<file path="config.mk">
export PLATFORM = sky130hd
export DESIGN_NAME = alineador_simbolos
export DESIGN_NICKNAME = d
export VERILOG_FILES = /design/src/rtl/alineador_pkg.sv /design/src/rtl/alineador_simbolos_detector_coma.sv /design/src/rtl/alineador_simbolos.sv
export SDC_FILE = /design/constraint.sdc
export NUM_CORES = 1
export LEC_CHECK = 0
export ABC_AREA = 1
export BUFFER_PORTS_ARGS = -buffer_cell sky130_fd_sc_hd__buf_2
export CAP_MARGIN = 20
export CORE_MARGIN = 2
export CORE_UTILIZATION = 30
export DETAILED_ROUTE_END_ITERATION = 8
export HOLD_SLACK_MARGIN = 0.12
export PLACE_DENSITY = 0.5
export SYNTH_ARGS = -nofsm -noshare
export SYNTH_HDL_FRONTEND = slang
export SYNTH_SLANG_ARGS = --single-unit
export TNS_END_PERCENT = 50
</file>
<file path="constraint.sdc">
create_clock -name clk -period 2.1 [get_ports clk]
set_input_delay 0.42 -clock clk [delete_from_list [all_inputs] [get_ports clk]]
set_output_delay 0.42 -clock clk [all_outputs]
set_load 0.02 [all_outputs]
</file>
<file path="src/rtl/alineador_pkg.sv">
// Shared definitions for the receive-side symbol path: K28.5 patterns, symbol width,
// alignment state encoding and a saturating counter helper.
package alineador_pkg;

  localparam int SYM_W = 10;

  localparam logic [SYM_W-1:0] K28_5_RDN = 10'h17C;
  localparam logic [SYM_W-1:0] K28_5_RDP = 10'h283;

  localparam logic [3:0] BIT_LAST = 4'd9;

  typedef enum logic [1:0] {
    HUNT   = 2'd0,
    SYNC   = 2'd1,
    LOCKED = 2'd2
  } estado_t;

  function automatic logic [3:0] sat_inc(input logic [3:0] v);
    return (v == 4'hF) ? v : v + 4'd1;
  endfunction

endpackage

</file>
<file path="src/rtl/alineador_simbolos_detector_coma.sv">
// Combinational K28.5 detector over a 10-bit window; reports which running
// disparity form was seen.
module detector_coma
  import alineador_pkg::*;
(
  input  logic [SYM_W-1:0] win,
  output logic             match,
  output logic             rdPlus
);

  logic w_rdn;
  logic w_rdp;

  assign w_rdn  = (win == K28_5_RDN);
  assign w_rdp  = (win == K28_5_RDP);
  assign match  = w_rdn | w_rdp;
  assign rdPlus = w_rdp;

endmodule

</file>
<file path="src/rtl/alineador_simbolos.sv">
// Serial-to-symbol aligner: hunts for K28.5 commas, confirms symbol lock and
// emits aligned 10-bit symbols with a valid strobe.
module alineador_simbolos
  import alineador_pkg::*;
#(
  parameter int LOCK_CNT = 3,
  parameter int LOSS_CNT = 4
) (
  input  logic             clk,
  input  logic             rst,
  input  logic             enb,
  input  logic             serialIn,
  output logic [SYM_W-1:0] symOut,
  output logic             symValid,
  output logic             isComma,
  output logic             locked,
  output logic             alignErr
);

  localparam logic [3:0] LOCK_N = 4'(LOCK_CNT);
  localparam logic [3:0] LOSS_N = 4'(LOSS_CNT);

  estado_t          r_state;
  logic [SYM_W-1:0] r_sr;
  logic [3:0]       r_bit_cnt;
  logic [3:0]       r_conf_cnt;
  logic [3:0]       r_err_cnt;
  logic [SYM_W-1:0] r_sym_out;
  logic             r_sym_valid;
  logic             r_is_comma;
  logic             r_locked;
  logic             r_align_err;

  logic [SYM_W-1:0] w_win;
  logic             w_match;
  logic             w_rd_plus;
  logic             w_comma;
  logic             w_boundary;
  logic [3:0]       w_conf_inc;
  logic [3:0]       w_err_inc;

  // The window includes the bit being sampled now, so a comma is recognised on
  // the same edge that shifts in its last bit.
  assign w_win = {serialIn, r_sr[SYM_W-1:1]};

  detector_coma u_detector (
    .win    (w_win),
    .match  (w_match),
    .rdPlus (w_rd_plus)
  );

  // rdPlus implies match; both forms of K28.5 qualify as a comma here.
  assign w_comma    = w_match | w_rd_plus;
  assign w_boundary = (r_bit_cnt == BIT_LAST);
  assign w_conf_inc = sat_inc(r_conf_cnt);
  assign w_err_inc  = sat_inc(r_err_cnt);

  // NOTE: every register in this block uses <= so all updates see the pre-edge
  // values; later assignments in the same branch override the defaults above them.
  always_ff @(posedge clk or posedge rst) begin
    if (rst) begin
      r_state     <= HUNT;
      r_sr        <= '0;
      r_bit_cnt   <= '0;
      r_conf_cnt  <= '0;
      r_err_cnt   <= '0;
      r_sym_out   <= '0;
      r_sym_valid <= 1'b0;
      r_is_comma  <= 1'b0;
      r_locked    <= 1'b0;
      r_align_err <= 1'b0;
    end else if (enb) begin
      r_sr        <= w_win;
      r_sym_valid <= 1'b0;
      r_align_err <= 1'b0;
      r_bit_cnt   <= w_boundary ? 4'd0 : r_bit_cnt + 4'd1;

      case (r_state)
        HUNT: begin
          if (w_comma) begin
            r_bit_cnt  <= 4'd0;
            r_conf_cnt <= 4'd1;
            r_err_cnt  <= 4'd0;
            if (LOCK_N == 4'd1) begin
              r_state  <= LOCKED;
              r_locked <= 1'b1;
            end else begin
              r_state <= SYNC;
            end
          end
        end

        SYNC: begin
          if (w_comma && w_boundary) begin
            r_conf_cnt <= w_conf_inc;
            if (w_conf_inc >= LOCK_N) begin
              r_state     <= LOCKED;
              r_locked    <= 1'b1;
              r_err_cnt   <= 4'd0;
              r_sym_out   <= w_win;
              r_sym_valid <= 1'b1;
              r_is_comma  <= 1'b1;
            end
          end else if (w_comma) begin
            r_align_err <= 1'b1;
            r_bit_cnt   <= 4'd0;
            r_conf_cnt  <= 4'd1;
          end
        end

        LOCKED: begin
          if (w_boundary) begin
            r_sym_out   <= w_win;
            r_sym_valid <= 1'b1;
            r_is_comma  <= w_comma;
            if (w_comma) r_err_cnt <= 4'd0;
          end else if (w_comma) begin
            // Symbol timing is kept while locked; only repeated slips drop lock.
            r_align_err <= 1'b1;
            if (w_err_inc >= LOSS_N) begin
              r_state    <= HUNT;
              r_locked   <= 1'b0;
              r_err_cnt  <= 4'd0;
              r_conf_cnt <= 4'd0;
            end else begin
              r_err_cnt <= w_err_inc;
            end
          end
        end

        default: begin
          r_state  <= HUNT;
          r_locked <= 1'b0;
        end
      endcase
    end else begin
      r_sym_valid <= 1'b0;
      r_align_err <= 1'b0;
    end
  end

  assign symOut   = r_sym_out;
  assign symValid = r_sym_valid;
  assign isComma  = r_is_comma;
  assign locked   = r_locked;
  assign alignErr = r_align_err;

endmodule
</file>
# --- Word-level counts from Yosys, hierarchy flattened ---
# Index checks and enable logic that the tools add are counted.
totals:
  register_bits: 38
  input_bits: 4
  output_inout_bits: 14
  word_cells: 90
op_classes:
  addsub: 3
  n_lt_le_gt_ge: 2
  n_eq_ne: 15
  muxes: 48
  bitwise_logic: 3
  n_reduce_logical: 9
ops:
  columns: ["operator", "count"]
  rows:
  - ["4-bit two-way mux", 16]
  - ["10-bit two-way mux", 3]
  - ["4-bit one-hot mux with 3 select lines", 2]
  - ["10-bit one-hot mux with 2 select lines", 1]
  - ["5-bit AND reduction", 3]
  - ["1-bit two-way mux", 14]
  - ["2-bit != test, second input constant", 7]
  - ["7-bit AND reduction", 2]
  - ["4-bit by 1-bit adder with 4-bit output, second input constant", 3]
  - ["4-bit equality test, second input constant", 3]
  - ["2-bit two-way mux", 6]
  - ["10-bit equality test, second input constant", 1]
  - ["10-bit by 9-bit equality test with 1-bit output, second input constant", 1]
  - ["4-bit one-hot mux with 2 select lines", 1]
  - ["1-bit one-hot mux with 2 select lines", 3]
  - ["2-bit one-hot mux with 3 select lines", 1]
  - ["4-bit by 2-bit >= comparator with 1-bit output, second input constant", 1]
  - ["4-bit by 3-bit >= comparator with 1-bit output, second input constant", 1]
  - ["3-bit != test, second input constant", 1]
  - ["1-bit one-hot mux with 3 select lines", 1]
  - ["3-bit nonzero test", 1]
  - ["2-bit by 1-bit equality test with 1-bit output, second input constant", 1]
  - ["2-bit equality test, second input constant", 1]
  - ["2-bit logical NOT", 1]
  - ["4 further kinds", 5]

# --- Longest topological paths before layout ---
# Gate-level depths: netlist of the first run.
depth:
  depth_word: 7
  ltp_mapped: 13
  mapped_depth_nobuf: 13

# --- Modules after synthesis ---
# A second synthesis of the first run with hierarchy kept.
hier_totals:
  cells_unflattened: 288
  area_unflattened_um2: 2208.4
modules_own_cells:
  columns: ["module", "n_inst", "cells_each", "area_each_um2", "seq_area_each_um2"]
  rows:
  - ["alineador_simbolos", 1, 261, 2104.5, 925.9]
  - ["detector_coma", 1, 27, 103.8, 0.0]

# --- Worst setup path before layout of the first run ---
# Ideal clock, no wire load.
synth_path:
  path_type: "reg2reg"
  from: "register r_conf_cnt[0]"
  to: "register r_sym_out[5], in the netlist symOut[5]"
  setup_ps: 119
  arrival_time_ps: 1430
  required_ps: 1981
  setup_slack_ps: 551
  stages_incl_launch_ff: 11
  n_path_buf: 1
  synth_period_minus_slack_ps: 1549
  cell_sequence: "dfrtp_1 -> ha_1 -> nand3_2 -> nand2_1 -> nand2_2 -> clkinv_1 -> nand2_1 -> nand3_2 -> nand3_4 -> buf_6 -> o21ai_2"
synth_via:
  elab_chain_len: 5
  elab_cells_between_ends: 6
  cone_classes: "add/sub: 1; order compare: 1; eq/ne: 2; mux: 1; reduce/logical: 1"
synth_rtl:
  columns: ["element", "line_no", "source"]
  rows:
  - ["from (decl)", "alineador_simbolos.sv:26", "logic [3:0] r_conf_cnt;"]
  - ["from (signal assigned)", "alineador_simbolos.sv:95", "r_conf_cnt <= w_conf_inc;"]
  - ["4-bit by 1-bit adder with 4-bit output / 4-bit equality test (equally long branches)", "alineador_pkg.sv:19", "return (v == 4'hF) ? v : v + 4'd1;"]
  - ["4-bit two-way mux *", "alineador_pkg.sv:19", null]
  - ["4-bit by 2-bit >= comparator with 1-bit output *", "alineador_simbolos.sv:96", "if (w_conf_inc >= LOCK_N) begin"]
  - ["2-bit != test (no source line) *", null, null]
  - ["5-bit AND reduction (no source line) *", null, null]
  - ["to (signal assigned)", "alineador_simbolos.sv:100", "r_sym_out <= w_win;"]
  - ["to (signal assigned)", "alineador_simbolos.sv:113", "r_sym_out <= w_win;"]
  - ["to (decl)", "alineador_simbolos.sv:28", "logic [SYM_W-1:0] r_sym_out;"]
# Every way passes the cells marked *; elsewhere a longest branch is shown, timed or not.
# A chain may end at the register's enable or synchronous reset.

# --- Worst setup path after layout of the first run ---
layout_path:
  from: "register r_bit_cnt[1]"
  to: "register r_sym_out[2], in the netlist symOut[2]"
layout_via:
  elab_chain_len: 4
  elab_cells_between_ends: 5
  cone_classes: "eq/ne: 3; reduce/logical: 2"
layout_rtl:
  columns: ["element", "line_no", "source"]
  rows:
  - ["from (decl)", "alineador_simbolos.sv:25", "logic [3:0] r_bit_cnt;"]
  - ["from (signal assigned)", "alineador_simbolos.sv:76", "r_bit_cnt <= w_boundary ? 4'd0 : r_bit_cnt + 4'd1;"]
  - ["4-bit equality test *", "alineador_simbolos.sv:54", "assign w_boundary = (r_bit_cnt == BIT_LAST);"]
  - ["1-bit logical AND", "alineador_simbolos.sv:94", "if (w_comma && w_boundary) begin"]
  - ["2-bit != test (no source line)", null, null]
  - ["5-bit AND reduction (no source line) *", null, null]
# Marks and branches as above.

==> key figures, run 1 <==
Synthesis
  • Synth area leaders: dfrtp_1, nand2_1, inv_1, nand3_1, nor2_1
  • Top-area cell type share of the netlist area: 42.3%
  • FFs w/ async S/R, synth: 100%
  • Post-Syn Nets: approximately 300
  • Synth warn: 0
  • Synth unique cells: 26
  • FF+latch count, synth: 37
  • Synthesized area per cell: 7.50 µm²
  • Post-synthesis cell area: 0.00219 mm²
  • Sequential area share after synthesis: between 40% and 50%
  • Gate Count Post-Synth: 292
  • Post-synth EDFFs: 0
  • Top_reg_cell synth: dfrtp_1
  • Largest area contributor in the netlist: dfrtp_1

Run
  • Max-Cap Viols: 0

Finish
  • # diodes: 0
  • Post-route insts no fill: 412
  • Layout area overhead: 12.6%
  • Layout cell share with drive strength beyond 1: approximately 17%
  • Final #Nets: 324

CTS
  • Num CTS Buffers: 5
  • CTS Buffer Depth: 2
  • H-tree levels: 2
  • Reg clk slew, reported paths: ~0.080 ns
  • Clock root buffer: clkbuf_8
  • CTS sink cnt: 37
  • CTS tree: yes
  • Hold_buf cts: 0
  • Skew-Pair Late Insertion Delay: slightly below 0.3 ns
  • CTS resizes: 0
  • Setup bufs post-CTS: 0

Die
  • FP Rows: 31
  • Die area: between 0.008 and 0.009 mm²
  • Total core area: 0.00718 mm²
  • IO Count: 18
  • Die H: a little under 90 µm
  • Die width: 89.5 µm
  • Starting density of the core: 30.5%

Placed design
  • Cells after DPL: 404
  • DP HPWL: 3.37 mm
  • PortBufs: 17
  • Routability congestion estimate: 0.777

Timing
  • Setup Skew: 0.00883 ns
  • Final min period: 1.81 ns
  • Final setup fails: 0
  • Hold slack: roughly 0.22 ns
  • RSZ-0062 raised after global routing: no
  • Slew Viols, Final: 0
  • Max Fclk: 552 MHz
  • Rel. slew slack: a little under 70%
  • Worst-margin pin slew: 0.471 ns
  • Final Hold Fails: 0
  • Sum Neg Setup Slack: 0 ns
  • Period utilization: 86.3%

Global route
  • Largest net degree at the start of global routing: 38
  • First-pass GRT wire length: 7.69 mm
  • Overflow after GRT: 0
  • Initial antenna violation count: 0
  • Global Route Usage Sum: 12.3%
  • Vias in the first global route: 1,618

Critical path
  • Worst Path Arrival: roughly 2 ns
  • Crit. End Element: flip-flop
  • Setup crit start kind: flip-flop
  • Crit-path max FO: 22
  • FF-to-FF path depth: 9
  • Critical path type: flip-flop to flip-flop
  • Worst EP required: 2.28 ns

Routing
  • Number of DRC markers in iteration 0: around 150
  • Pre-antenna DRT Iters: 4
  • Final WL: 4.47 mm
  • Drt drc: 0
  • ANT nets after route: 0
  • Via count: 1,812
  • DR vias/cell: 4.40
  • Wirelength per Cell: 10.8 µm

Hold path
  • Hold Path Class: input port to asynchronous set/reset pin

Status
  • Status: complete, no violations

Power
  • Worst IR Drop VDD: roughly 0.31 mV
  • Static leakage: 1.27 nW
  • PnR Total Power: 2.74 mW
  • PwrDens: around 1100 mW/mm²
[Yosys cell counts (2+ instances only)]
library cell,count
a21oi_1,4
buf_6,3
clkbuf_1,4
dfrtp_1,37
ha_1,8
inv_1,39
nand2_1,88
nand2_2,4
nand3_1,22
nand3_2,3
nand4_1,5
nor2_1,29
nor2_4,2
nor3_1,2
o21ai_0,20
o21ai_2,11
xor2_1,2
[cells in the final DEF, fill, tap and decap left out, drive strengths merged]
cell / n
nand4: 5
clkinv: 4
or2: 1
clkbuf: 5
a21oi: 4
o22ai: 1
nor3: 3
o211ai: 1
dfrtp: 37
nand2: 92
xor2: 2
nor4: 1
nand3: 26
buf: 21
nor2: 31
inv: 39
ha: 8
o21ai: 32
[metal layers]
| metal | routed length (µm) | global-route usage (%) |
|---|---|---|
| met1 | 2350 | 17.8 |
| met2 | 1920 | 18.8 |
| met3 | 134 | 2.22 |
| met4 | 66 | 3.26 |
| met5 | 0 | 0 |
[path summary, 6_finish.rpt]
check | from | end | slack [ns]
setup / recovery | r_bit_cnt[1]$_DFFE_PP0P_ | symOut[2]$_DFFE_PP0P_ | 0.29
hold / removal | rst | symOut[9]$_DFFE_PP0P_ | 0.22
setup reg to reg | r_bit_cnt[1]$_DFFE_PP0P_ | symOut[2]$_DFFE_PP0P_ | 0.29
hold reg to reg | symOut[7]$_DFFE_PP0P_ | symOut[7]$_DFFE_PP0P_ | 0.48
max in group asynchronous | rst | r_err_cnt[0]$_DFFE_PP0P_ | 1.54
min in group clk | serialIn | r_sr[9]$_DFFE_PP0P_ | 0.41
[registers in the layout (all words and copies together), names as in the netlist]
signal	flops
r_state	2
alignErr	1
r_bit_cnt	4
r_conf_cnt	4
isComma	1
locked	1
symOut	10
r_err_cnt	4
r_sr	9
symValid	1
[stage by stage]
| step | instance area, µm² | util, % | worst slack (ns) |
|---|---|---|---|
| detailed placement | 2380 | 33.1 | 0.260 |
| global route | 2470 | 34.4 | 0.0524 |
| floorplan | 2190 | - | 0.551 |
| CTS | 2470 | 34.4 | 0.251 |
| finish | 2470 | 34.4 | 0.287 |
| global placement | 2380 | 33.1 | 0.237 |
[cells by family (layout without fill, tap and decap cells)]
group,count (synthesis),in the layout,synth area share [%]
simple gates,159,159,32.3
buf+inv,48,69,9.31
compound gates,38,38,10.7
flops,37,37,42.3
fa+ha+maj,8,8,4.57
xor+xnor,2,2,0.800
[power by group]
group | internal (mW) | switching [mW] | total, mW
sequential | 0.904 | 0.142 | 1.05
clock | 0.235 | 0.274 | 0.509
combinational | 0.401 | 0.783 | 1.18
[area by class of cell]
type                    instances  area [µm²]
fillers                       763        4710
clock inverters                 3        22.5
inverters                      40         150
flip-flops and latches         37         926
repair buffers                 21         115
multi-input cells             207        1060
clock buffers                   5        68.8
well taps                      99         124
[critical path: stages (launching register included)]
cell	delay, ns
dfrtp_1	0.40
inv_1	0.08
ha_1	0.13
nand2_1	0.08
nor2_4	0.20
nor2_1	0.12
nor3_2	0.18
nand3_4	0.28
nand2_1	0.16
o21ai_2	0.06
Power figures use the tool's default switching activity.
==> run 2: changes to the inputs <==
--- a/config.mk
+++ b/config.mk
@@ -13,6 +13,7 @@
 export DETAILED_ROUTE_END_ITERATION = 8
 export HOLD_SLACK_MARGIN = 0.12
 export PLACE_DENSITY = 0.5
+export SETUP_SLACK_MARGIN = 0.3
 export SYNTH_ARGS = -nofsm -noshare
 export SYNTH_HDL_FRONTEND = slang
 export SYNTH_SLANG_ARGS = --single-unit
==> run 2 against run 1 <==
Compared with the run above:
- non-clock buffer count is 10 higher
- fmax is 5.0% higher
- sequential share of layout area is 3.2 points lower
- flip-flop and latch count stayed put
- hold slack better by 0.0064 ns
- final cell count is 3.2% higher
- setup slack better by 0.086 ns
- first-iteration DRC count is 23% lower
==> key figures, run 2 (same netlist as run 1, synthesis figures left out) <==
Power
  • PnR Total Power: between 3 and 4 mW
  • PwrDens: 1130 mW/mm²
  • Worst IR Drop VDD: 0.339 mV
  • Static leakage: 1.34 nW

Finish
  • # diodes: 0
  • Share of the core filled with cells: 37.6%
  • Layout area overhead: 23.2%
  • Final #Nets: 337
  • Largest register FFs: 10
  • Commonest non-fill, non-tap cells in the layout: nand2_1, dfrtp_1, inv_1, nor2_1, nand3_1
  • Post-route insts no fill: around 430
  • Commonest non-fill, non-tap cell in the layout: nand2_1
  • Layout cell share with drive strength beyond 1: 26.1%

Timing
  • Final min period: roughly 1.7 ns
  • Setup Skew: 0.00851 ns
  • Period utilization: 82.2%
  • Final setup fails: 0
  • Rel. slew slack: 68.1%
  • Worst-margin pin slew: 0.479 ns
  • Final Hold Fails: 0
  • Slew Viols, Final: 0
  • Setup WS post-layout: 0.374 ns
  • Sum Neg Setup Slack: 0 ns
  • Max Fclk: 579 MHz
  • RSZ-0062 raised after global routing: yes

Placed design
  • Cells after DPL: between 400 and 500
  • PortBufs: 17
  • Routability congestion estimate: 0.777
  • DP HPWL: 3.37 mm
  • Post-Place Setup Slack: 0.260 ns

Critical path
  • Worst Path Arrival: 1.92 ns
  • Crit. End Element: flip-flop
  • Critical path type: flip-flop to flip-flop
  • Slowest stage cell on the critical path: dfrtp_1
  • Worst EP required: 2.29 ns
  • CP Cell Sequence: inv_2, ha_2, nand2_2, nor2_4, nor2_2, nor3_4, buf_4, nand3_4, nand2_1, o21ai_2
  • Setup crit start kind: flip-flop
  • CP bufs+invs: 2
  • Delay-heaviest family, CP: simple AND/OR/NAND/NOR gates
  • Crit-path max FO: 6
  • Max stage delay on crit path: a little over 0.4 ns
  • Flop-to-flop setup slack: ~0.37 ns

Hold path
  • Hold Path Class: input port to asynchronous set/reset pin

CTS
  • Num CTS Buffers: 5
  • Clock root buffer: clkbuf_8
  • H-tree levels: 2
  • CTS tree: yes
  • CTS sink cnt: 37
  • Reg clk slew, reported paths: 0.08 ns
  • CTS Buffer Depth: 2
  • Skew-Pair Late Insertion Delay: between 0.2 and 0.3 ns

Routing
  • Wirelength per Cell: 11.6 µm
  • Drt drc: 0
  • Pre-antenna DRT Iters: 4
  • Final WL: 4.93 mm
  • DR vias/cell: 4.48
  • Via count: roughly 1.9k
  • Number of DRC markers in iteration 0: 112
  • ANT nets after route: 0

Die
  • Die area: 0.00800 mm²
  • Starting density of the core: 30.5%
  • FP Rows: 31
  • Total core area: between 0.007 and 0.008 mm²
  • Die H: 89.5 µm
  • Die width: 89.5 µm
  • IO Count: 18

Global route
  • Vias in the first global route: roughly 1.7k
  • Global Route Usage Sum: between 10 and 15%
  • First-pass GRT wire length: 7.91 mm
  • Largest net degree at the start of global routing: 38
  • Overflow after GRT: 0
  • Initial antenna violation count: 0

Status
  • Status: complete, no violations

Run
  • Max-Cap Viols: 0
## run 2: changes by cell type in the layout (fill, tap and decap cells not counted), moves of 2 or more
cell / change
buf_4: +8
ha_1: -3
ha_2: +2
inv_1: -4
inv_2: +4
nand2_1: -7
nand2_2: +4
nand2_4: +3
nand3_4: +5
nor2_1: -4
nor2_2: +4
o21ai_0: -2
o21ai_1: +2
## run 2: worst paths after layout
check | to | start | cells after the start
min in group clk | r_sr[9]$_DFFE_PP0P_ | serialIn | 3
max | symOut[2]$_DFFE_PP0P_ | r_bit_cnt[1]$_DFFE_PP0P_ | 10
max in group asynchronous | r_conf_cnt[0]$_DFFE_PP0P_ | rst | 3
min reg2reg | symOut[8]$_DFFE_PP0P_ | symOut[8]$_DFFE_PP0P_ | 2
min | symOut[5]$_DFFE_PP0P_ | rst | 3
max reg2reg | symOut[2]$_DFFE_PP0P_ | r_bit_cnt[1]$_DFFE_PP0P_ | 10
## run 2: what timing repair did
item,in CTS,in global routing
gates resized for setup,3,30
endpoints found under the setup margin,11,22
gates cloned,1,2
pin swaps,1,8
setup buffers,0,10
hold buffers,0,0
## run 2: routing by layer
metal / global-route usage (%) / wire length, µm / vias to the layer above
met5: 0 / 0 / -
met3: 2.22 / 124 / 5
met2: 19.5 / 2280 / 30
met4: 3.26 / 42 / 0
li1: - / - / 1000
met1: 18.4 / 2480 / 871
## run 2: area by class of cell
cell class | count | area [µm²]
Clock buffer | 5 | 68.8
Clock inverter | 3 | 22.5
Fill cell | 743 | 4480
Inverter | 40 | 150
Multi-Input combinational cell | 210 | 1200
Sequential cell | 37 | 927
Tap cell | 99 | 124
Timing Repair Buffer | 31 | 206
## run 2: through the flow
step	hold slack, ns	area (µm²)
2_1_floorplan	0.472	2190
5_1_grt	0.275	2700
3_5_place_dp	0.466	2380
3_3_place_gp	0.462	2380
6_report	0.222	2700
4_1_cts	0.250	2490
## run 2: worst min-delay path, cell delays in order
cell   delay, ns
buf_2       0.10
inv_1       0.04
buf_4       0.41
## run 2: power by group
| part | switching, mW | total (mW) | internal (mW) |
|---|---|---|---|
| clock network | 0.275 | 0.510 | 0.235 |
| logic | 0.944 | 1.48 | 0.541 |
| registers | 0.150 | 1.05 | 0.905 |
| total | 1.37 | 3.05 | 1.68 |
==> run 3: changes to the inputs <==
--- a/config.mk
+++ b/config.mk
@@ -12,7 +12,7 @@
 export CORE_UTILIZATION = 30
 export DETAILED_ROUTE_END_ITERATION = 8
 export HOLD_SLACK_MARGIN = 0.12
-export PLACE_DENSITY = 0.5
+export PLACE_DENSITY = 0.51
 export SETUP_SLACK_MARGIN = 0.3
 export SYNTH_ARGS = -nofsm -noshare
 export SYNTH_HDL_FRONTEND = slang
==> constraint.sdc (replaced) <==
create_clock -name clk -period 1.4 [get_ports clk]
set_input_delay 0.28 -clock clk [delete_from_list [all_inputs] [get_ports clk]]
set_output_delay 0.28 -clock clk [all_outputs]
set_load 0.02 [all_outputs]
==> run 3 against run 2 <==
Compared with the run above:
- the run now ends with negative setup slack left
- largest power group unchanged
- via count is 10% higher
- critical endpoint is now symOut[0]$_DFFE_PP0P_
- critical path type unchanged
- largest cell class unchanged
- sequential share of layout area decreased by 7.0 points
- flip-flop and latch count is the same
- register-to-register slack worse by 0.60 ns
- global-route usage up 2.6 points
==> key figures, run 3 (same netlist as run 1, synthesis figures left out) <==
CTS
  • CTS sink cnt: 37
  • CTS tree: yes
  • CTS Buffer Depth: 2
  • Reg clk slew, reported paths: ~0.09 ns
  • Num CTS Buffers: 5
  • Clock root buffer: clkbuf_8
  • H-tree levels: 2
  • Skew-Pair Late Insertion Delay: 0.29 ns

Timing
  • Rel. slew slack: 77.5%
  • Final setup fails: 23
  • Setup Skew: between 0.01 and 0.015 ns
  • Setup WS post-layout: -0.230 ns
  • Max Fclk: 613 MHz
  • Final min period: 1.63 ns
  • Sum Neg Setup Slack: -4.07 ns
  • Final Hold Fails: 0
  • Period utilization: 116%
  • Worst-margin pin slew: 0.337 ns
  • Slew Viols, Final: 0
  • RSZ-0062 raised after global routing: yes
  • Hold slack: between 0.3 and 0.4 ns

Power
  • Worst IR Drop VDD: just over 0.6 mV
  • PnR Total Power: between 5 and 6 mW
  • PwrDens: around 1600 mW/mm²
  • Static leakage: ~1.6 nW

Die
  • Total core area: 0.00718 mm²
  • IO Count: 18
  • Die area: 0.00800 mm²
  • Starting density of the core: 30.5%
  • Die H: ~89 µm
  • FP Rows: 31
  • Die width: 89.5 µm

Finish
  • Commonest non-fill, non-tap cells in the layout: nand2_1, buf_4, dfrtp_1, inv_1, nand2_2
  • Post-route insts no fill: ~480
  • Commonest non-fill, non-tap cell in the layout: nand2_1
  • # diodes: 0
  • Multi-input combinational cell area: 0.00137 mm²
  • Layout cell share with drive strength beyond 1: between 40% and 50%
  • Final #Nets: 387
  • Filler cells: around 700
  • Largest register FFs: 10
  • FF+latch area: roughly 930 µm²
  • Layout area overhead: 54.9%

Run
  • Max-Cap Viols: 0

Placed design
  • Cells after DPL: 457
  • PortBufs: 17
  • DP HPWL: 4.09 mm
  • Routability congestion estimate: 0.804
  • Post-Place Setup Slack: -0.221 ns

Routing
  • Number of DRC markers in iteration 0: 58
  • ANT nets after route: 0
  • Final WL: 5.64 mm
  • Via count: 2,101
  • Drt drc: 0
  • Wirelength per Cell: 11.9 µm
  • Pre-antenna DRT Iters: 4
  • DR vias/cell: 4.42

Global route
  • First-pass GRT wire length: 9.56 mm
  • Global Route Usage Sum: 15.3%
  • Initial antenna violation count: 0
  • Overflow after GRT: 0
  • Largest net degree at the start of global routing: 26
  • Vias in the first global route: 2,102

Critical path
  • Crit. End Element: flip-flop
  • Worst Path Arrival: roughly 1.8 ns
  • Worst EP required: 1.60 ns
  • Critical R2R Launch: r_conf_cnt[1]$_DFFE_PP0P_
  • Crit-path max FO: 6
  • CP startpoint: r_conf_cnt[1]$_DFFE_PP0P_
  • Setup crit start kind: flip-flop
  • Critical path type: flip-flop to flip-flop
  • Flop-to-flop setup slack: -0.23 ns

Hold path
  • Hold path start: serialIn
  • Hold Path Class: input port to flip-flop

Status
  • Status: finished, violations left
  • Failing checks: negative setup slack
==> run 3: final timing paths <==
path                                            end  cells after the start
setup / recovery              symOut[0]$_DFFE_PP0P_                      9
hold / removal                  r_sr[9]$_DFFE_PP0P_                      4
setup reg to reg              symOut[0]$_DFFE_PP0P_                      9
hold reg to reg               symOut[8]$_DFFE_PP0P_                      2
max in group asynchronous  r_bit_cnt[0]$_DFFE_PP0P_                      4
min in group asynchronous        symValid$_DFF_PP0_                      3
==> run 3: what timing repair did <==
item / CTS / global route
hold buffers: 1 / 0
buffers inserted: 5 / 2
pin swaps: 13 / 23
setup endpoints to repair: 41 / 42
hold endpoints to repair: 12 / 0
gates resized for setup: 50 / 38
cloned: 1 / 1
==> run 3: critical path, cell delays in order, from the launching register on <==
cell and delay, ns:
dfrtp_1 0.42, ha_4 0.20, nand3_4 0.13, o21ai_1 0.17
nand2_2 0.08, nand3_4 0.08, nand3_4 0.14, clkbuf_16 0.19
nand2_1 0.06, o21ai_2 0.05
==> run 3: where the power goes <==
part	total (mW)	leakage [nW]	switching [mW]	internal, mW
logic	3.19	1.12	1.70	1.49
registers	1.57	0.481	0.213	1.36
clock network	0.792	0.0481	0.438	0.354
total	5.55	1.65	2.35	3.20
==> run 3: per-stage QoR <==
step                      utilization [%]  area [µm²]
after floorplan                         -        2270
after global placement               40.1        2880
after detailed placement             40.1        2880
after CTS                            44.7        3210
after global routing                 47.3        3390
final                                47.3        3390
==> run 3: cell type report <==
| cell class | count | area share [%] |
|---|---|---|
| Clock buffer | 5 | 2.03 |
| Clock inverter | 3 | 0.664 |
| Inverter | 40 | 4.65 |
| Multi-Input combinational cell | 207 | 40.3 |
| Sequential cell | 37 | 27.4 |
| Tap cell | 99 | 3.65 |
| Timing Repair Buffer | 84 | 21.3 |
==> run 3: per-layer routing <==
layer	part of all wire, %	global-route usage (%)	vias to the layer above
met5	0	0	-
met3	1.5	2.77	4
met1	49	20.5	988
met2	49	25.5	19
li1	-	-	1090
met4	1.0	3.93	0
